===== src/rtl/axi4_w_drop_gate.sv =====
// rtl/axi4_w_drop_gate.sv - W-channel gate that forwards or drops bursts per AW-side decision
module axi4_w_drop_gate #(
    parameter int AXI_DATA_WIDTH = 32,
    parameter int AXI_USER_WIDTH = 2,
    parameter int DEC_DEPTH      = 4
) (
    input  logic                        axi4_aclk,
    input  logic                        axi4_arstn,
    input  logic                        dec_valid_i,
    input  logic                        dec_drop_i,
    output logic                        dec_ready_o,
    input  logic [AXI_DATA_WIDTH-1:0]   s_axi4_wdata,
    input  logic                        s_axi4_wvalid,
    output logic                        s_axi4_wready,
    input  logic [AXI_DATA_WIDTH/8-1:0] s_axi4_wstrb,
    input  logic                        s_axi4_wlast,
    input  logic [AXI_USER_WIDTH-1:0]   s_axi4_wuser,
    output logic [AXI_DATA_WIDTH-1:0]   m_axi4_wdata,
    output logic                        m_axi4_wvalid,
    input  logic                        m_axi4_wready,
    output logic [AXI_DATA_WIDTH/8-1:0] m_axi4_wstrb,
    output logic                        m_axi4_wlast,
    output logic [AXI_USER_WIDTH-1:0]   m_axi4_wuser,
    output logic                        drop_done_o,
    output logic [15:0]                 drop_cnt_o
);
    localparam int PTR_W = $clog2(DEC_DEPTH);
    localparam int CNT_W = PTR_W + 1;
    localparam logic [CNT_W-1:0] FULL_CNT = CNT_W'(DEC_DEPTH);

    typedef enum logic [1:0] {
        IDLE = 2'd0,
        FWD  = 2'd1,
        DROP = 2'd2
    } state_t;

    state_t               state;
    logic [DEC_DEPTH-1:0] dec_mem;
    logic [PTR_W-1:0]     wr_ptr;
    logic [PTR_W-1:0]     rd_ptr;
    logic [CNT_W-1:0]     count;
    logic [CNT_W-1:0]     count_next;
    logic                 dec_ready_q;
    logic                 push;
    logic                 pop;
    logic                 drop_done_q;
    logic [15:0]          drop_cnt_q;

    // Ready is registered, so a pop while full only frees space from the next cycle on.
    assign push = dec_valid_i & dec_ready_q;
    // Only IDLE consumes a decision; count reflects last edge, so no same-cycle bypass.
    assign pop  = (state == IDLE) && (count != '0);

    // Occupancy after this edge, used for both the counter and the registered ready.
    always_comb begin
        count_next = count;
        if (push && !pop) begin
            count_next = count + CNT_W'(1);
        end else if (!push && pop) begin
            count_next = count - CNT_W'(1);
        end
    end

    // Decision FIFO storage, pointers, occupancy and registered ready.
    always_ff @(posedge axi4_aclk) begin
        if (!axi4_arstn) begin
            dec_mem     <= '0;
            wr_ptr      <= '0;
            rd_ptr      <= '0;
            count       <= '0;
            dec_ready_q <= 1'b1;
        end else begin
            if (push) begin
                dec_mem[wr_ptr] <= dec_drop_i;
                wr_ptr          <= wr_ptr + PTR_W'(1);
            end
            if (pop) begin
                rd_ptr <= rd_ptr + PTR_W'(1);
            end
            count       <= count_next;
            dec_ready_q <= (count_next != FULL_CNT);
        end
    end

    // Burst state machine; the drop-completion pulse and counter update on the last dropped beat.
    always_ff @(posedge axi4_aclk) begin
        if (!axi4_arstn) begin
            state       <= IDLE;
            drop_done_q <= 1'b0;
            drop_cnt_q  <= '0;
        end else begin
            drop_done_q <= 1'b0;
            case (state)
                IDLE: begin
                    if (pop) begin
                        state <= dec_mem[rd_ptr] ? DROP : FWD;
                    end
                end
                FWD: begin
                    if (s_axi4_wvalid && m_axi4_wready && s_axi4_wlast) begin
                        state <= IDLE;
                    end
                end
                DROP: begin
                    if (s_axi4_wvalid && s_axi4_wlast) begin
                        state       <= IDLE;
                        drop_done_q <= 1'b1;
                        if (drop_cnt_q != 16'hFFFF) begin
                            drop_cnt_q <= drop_cnt_q + 16'd1;
                        end
                    end
                end
                default: state <= IDLE;
            endcase
        end
    end

    // Payload always follows upstream; it is only meaningful while m_axi4_wvalid is high.
    assign m_axi4_wdata  = s_axi4_wdata;
    assign m_axi4_wstrb  = s_axi4_wstrb;
    assign m_axi4_wlast  = s_axi4_wlast;
    assign m_axi4_wuser  = s_axi4_wuser;
    assign m_axi4_wvalid = (state == FWD) && s_axi4_wvalid;
    assign s_axi4_wready = (state == FWD) ? m_axi4_wready : (state == DROP);

    assign dec_ready_o = dec_ready_q;
    assign drop_done_o = drop_done_q;
    assign drop_cnt_o  = drop_cnt_q;

endmodule

===== config.mk =====
export PLATFORM = sky130hd
export DESIGN_NAME = axi4_w_drop_gate
export DESIGN_NICKNAME = d
export VERILOG_FILES = /design/src/rtl/axi4_w_drop_gate.sv
export SDC_FILE = /design/constraint.sdc
export NUM_CORES = 1
export LEC_CHECK = 0
export BUFFER_PORTS_ARGS = -buffer_cell sky130_fd_sc_hd__buf_2
export CAP_MARGIN = 20
export CORE_UTILIZATION = 48
export CTS_CLUSTER_DIAMETER = 200
export DETAILED_ROUTE_END_ITERATION = 8
export PLACE_DENSITY = 0.95
export SYNTH_ARGS = -nofsm -noshare
export SYNTH_HDL_FRONTEND = slang
export SYNTH_SLANG_ARGS = --single-unit

===== constraint.sdc =====
create_clock -name axi4_aclk -period 4.4 [get_ports axi4_aclk]
set_input_delay 0.22 -clock axi4_aclk [delete_from_list [all_inputs] [get_ports axi4_aclk]]
set_output_delay 0.22 -clock axi4_aclk [all_outputs]
set_load 0.01 [all_outputs]

==> key figures <==
Outcome
  – Status: complete, no violations

Place
  – Gp weighted congestion: 0.7966
  – Placed Instance Area: 0.001799 mm2
  – Post-DP HPWL: 2615 um
  – Pre-CTS WS: 2385 ps
  – IO Port Bufs: 27

Layout
  – Area grow syn2layout: -2.395%
  – Diode count: 0
  – Utilization after layout: 50.03%
  – Final nets: 276
  – Most common cell after layout, fill and taps aside: dfxtp_1
  – # fillers: 342
  – Most frequent cells in the layout: 31 x dfxtp_1, 27 x buf_2, 23 x nand2_1, 18 x a21oi_1, 13 x nand3_1
  – Layout cells sized above 1: 17.94%
  – Design Area, Final: 0.001887 mm2

Floorplan
  – Row cnt: 22
  – Initial core utilization: 51.26%
  – Core Footprint: 0.003771 mm2
  – Die X: 65.46 um
  – # IOs: 104
  – DIE AREA: 0.004285 mm2
  – Die H: 65.46 um

Yosys
  – Post-synthesis adder-cell area fraction: 5.178%
  – Synth Area in Compound Gates: 13.20%
  – Mapped Cells: 235
  – Largest family of logic cells by synthesized area: simple AND/OR/NAND/NOR gates
  – Synth Area in Simple Gates: 25.89%
  – Post-Synth XOR/XNOR Area: 1.812%
  – Distinct cells, synth: 43
  – Number of synthesized register bits: 31
  – Sequential cell area fraction in the yosys report: 32.10%
  – Total number of yosys warnings: 0
  – Syn_area_per_cell: 8.226 um2
  – Mux cell area share after synthesis: 3.236%
  – Mapped Area: 0.001933 mm2
  – Synthesized Nets: 288

Critical path
  – Crit path buf inv count: 0
  – CP Launch Point: drop_cnt_o[1]
  – Delay-heaviest family, CP: simple AND/OR/NAND/NOR gates
  – Critical path data arrival time: 2250 ps
  – Highest cell delay on the worst timing path: 840 ps
  – RR Startpoint: drop_cnt_o[1]
  – Crit path capture type: flop
  – CP Launch Type: flop
  – Cells along the critical path: ha_1 -> nand3_1 -> nor4_1 -> or3_2 -> a21oi_1
  – Data required, critical path: 4550 ps
  – Crit path max-delay cell type: nor4_1
  – Reg2reg setup slack: 2300 ps
  – Crit-path max FO: 7
  – Setup CP Type: flop to flop

Route
  – First-pass DRT Iterations: 4
  – DRT iter0 DRCs: 105
  – Final wirelength: 3693 um
  – Post-route ant nets: 0
  – Drt wl/cell: 13.63 um
  – Via count: 1584
  – Vias per cell: 5.845
  – Residual DRC count: 0

Clocking
  – CTS sink cnt: 31
  – Inserted Clock Buffers: 5
  – CTS clk-pin slew, worst paths: 60 ps
  – Setup bufs post-CTS: 0
  – CTS root buffer: clkbuf_8
  – Clock buffer depth: 2
  – Hold Buf Count CTS: 0
  – Resized cells post-CTS: 0
  – CTS tree: done
  – H-tree depth: 2
  – Worst-Skew Late Latency: 290 ps

Power and ir drop
  – Static Leak: 0.0007261 uW
  – Power Dens Cells: 432.8 mW/mm2
  – Maximum VDD drop: 0.2037 mV

Timing
  – Final Setup Violations: 0
  – Worst setup margin: 2301 ps
  – Total Negative Setup Slacks: 0 ps
  – Fin crit period: 2099 ps
  – Setup Skew: 6.119 ps
  – Final hold slack: 224.1 ps
  – Part of the cycle the worst path needs: 47.71%
  – Final Max Slew Viols: 0
  – RSZ-0062 raised after global routing: no
  – Max Clock Freq: 476.4 MHz
  – Fin. Hold Viols: 0
  – Slew headroom: 36.49%
  – Worst-Margin Slew: 944.0 ps

GRT
  – Number of global-route vias before repair: 1391
  – First-pass GRT wire length: 6216 um
  – Total GRT Usage: 19.08%
  – Initial antenna violation count: 0
  – GRT overflow: 0
  – Largest net degree at the start of global routing: 24

Min path
  – Hold Startpoint: dec_drop_i
  – Hold Crit Class: input pin to flop

Flow run
  – Maxcap violations: 0
[flip-flops by register name (all words and copies together), names as in the netlist]
name / flops
count: 3
rd_ptr: 2
drop_done_o: 1
dec_ready_o: 1
wr_ptr: 2
drop_cnt_o: 16
state: 2
dec_mem: 4
[layer usage]
metal	vias to the layer above	GRT usage (%)	wire (um)
li1	777	-	-
met1	736	23.23	1664
met2	58	29.90	1687
met3	13	6.771	278
met4	0	8.696	63
met5	-	0	0
[synthesized netlist by cell type]
master	count	area share, %
buf_4	39	15
dfxtp_1	31	32
nand2_1	23	4.5
a21oi_1	18	4.7
nand3_1	13	3.4
nor2_1	11	2.1
o21ai_0	9	2.3
ha_1	8	5.2
inv_1	8	1.6
nand4_1	7	2.3
nor4_1	6	1.9
and3_1	5	1.6
or4_1	5	1.9
clkbuf_1	4	0.78
mux2i_1	4	2.1
nand2b_1	4	1.3
nor3_1	4	1.0
o31ai_1	4	1.6
or3_1	4	1.3
a31oi_1	2	0.65
o21a_1	2	0.78
xnor2_1	2	0.91
xor2_1	2	0.91
a211o_1	1	0.45
a221oi_1	1	0.45
a32oi_1	1	0.45
and2_1	1	0.32
and3_2	1	0.39
and4_1	1	0.45
and4b_2	1	0.58
buf_2	1	0.26
buf_6	1	0.58
clkbuf_2	1	0.26
mux4_2	1	1.2
nand4b_4	1	1.2
nor2b_1	1	0.32
nor3b_1	1	0.39
nor4b_1	1	0.45
o2111ai_1	1	0.45
o221ai_1	1	0.45
o311ai_0	1	0.45
o31a_2	1	0.52
or3_2	1	0.39
[cell type report]
type / instances / area [um2] / share of cell area (%)
Multi-Input combinational cell: 150 / 953.4 / 50.53
Sequential cell: 31 / 620.6 / 32.89
Timing Repair Buffer: 27 / 135.1 / 7.162
Clock buffer: 6 / 82.58 / 4.377
Tap cell: 48 / 60.06 / 3.183
Inverter: 8 / 30.03 / 1.592
Clock inverter: 1 / 5.005 / 0.2653
[worst register-to-register path, cell delays in order, from the launching register on]
cell and delay [ps]:
dfxtp_1 430, ha_1 250, nand3_1 120, nor4_1 840, or3_2 250, a21oi_1 60
[final timing paths]
| check | end | depth (start not counted) |
|---|---|---|
| max | drop_cnt_o[0] | 5 |
| min | dec_mem[1] | 3 |
| max reg2reg | drop_cnt_o[0] | 5 |
| min reg2reg | dec_mem[1] | 2 |
[metrics by stage]
step / instances / total power [uW]
6_report: 271 / 816.6
5_1_grt: 271 / 868.6
4_1_cts: 271 / 819.8
3_5_place_dp: 264 / 586.7
3_3_place_gp: 264 / 572.3
2_1_floorplan: 235 / 571.4
[power by group]
group	total, uW	internal, uW	switching (uW)
sequential	349	313	35.9
combinational	236	99.8	136
clock	232	123	109
[kinds of logic after synthesis]
logic type / count (synthesis)
AND/OR/NAND/NOR: 91
buffers and inverters: 54
AO/OA/AOI/OAI: 42
flip-flops: 31
adder cells (fa/ha/maj): 8
multiplexers: 5
XOR/XNOR: 4
Note: power is estimated with default switching activity, not from simulation.
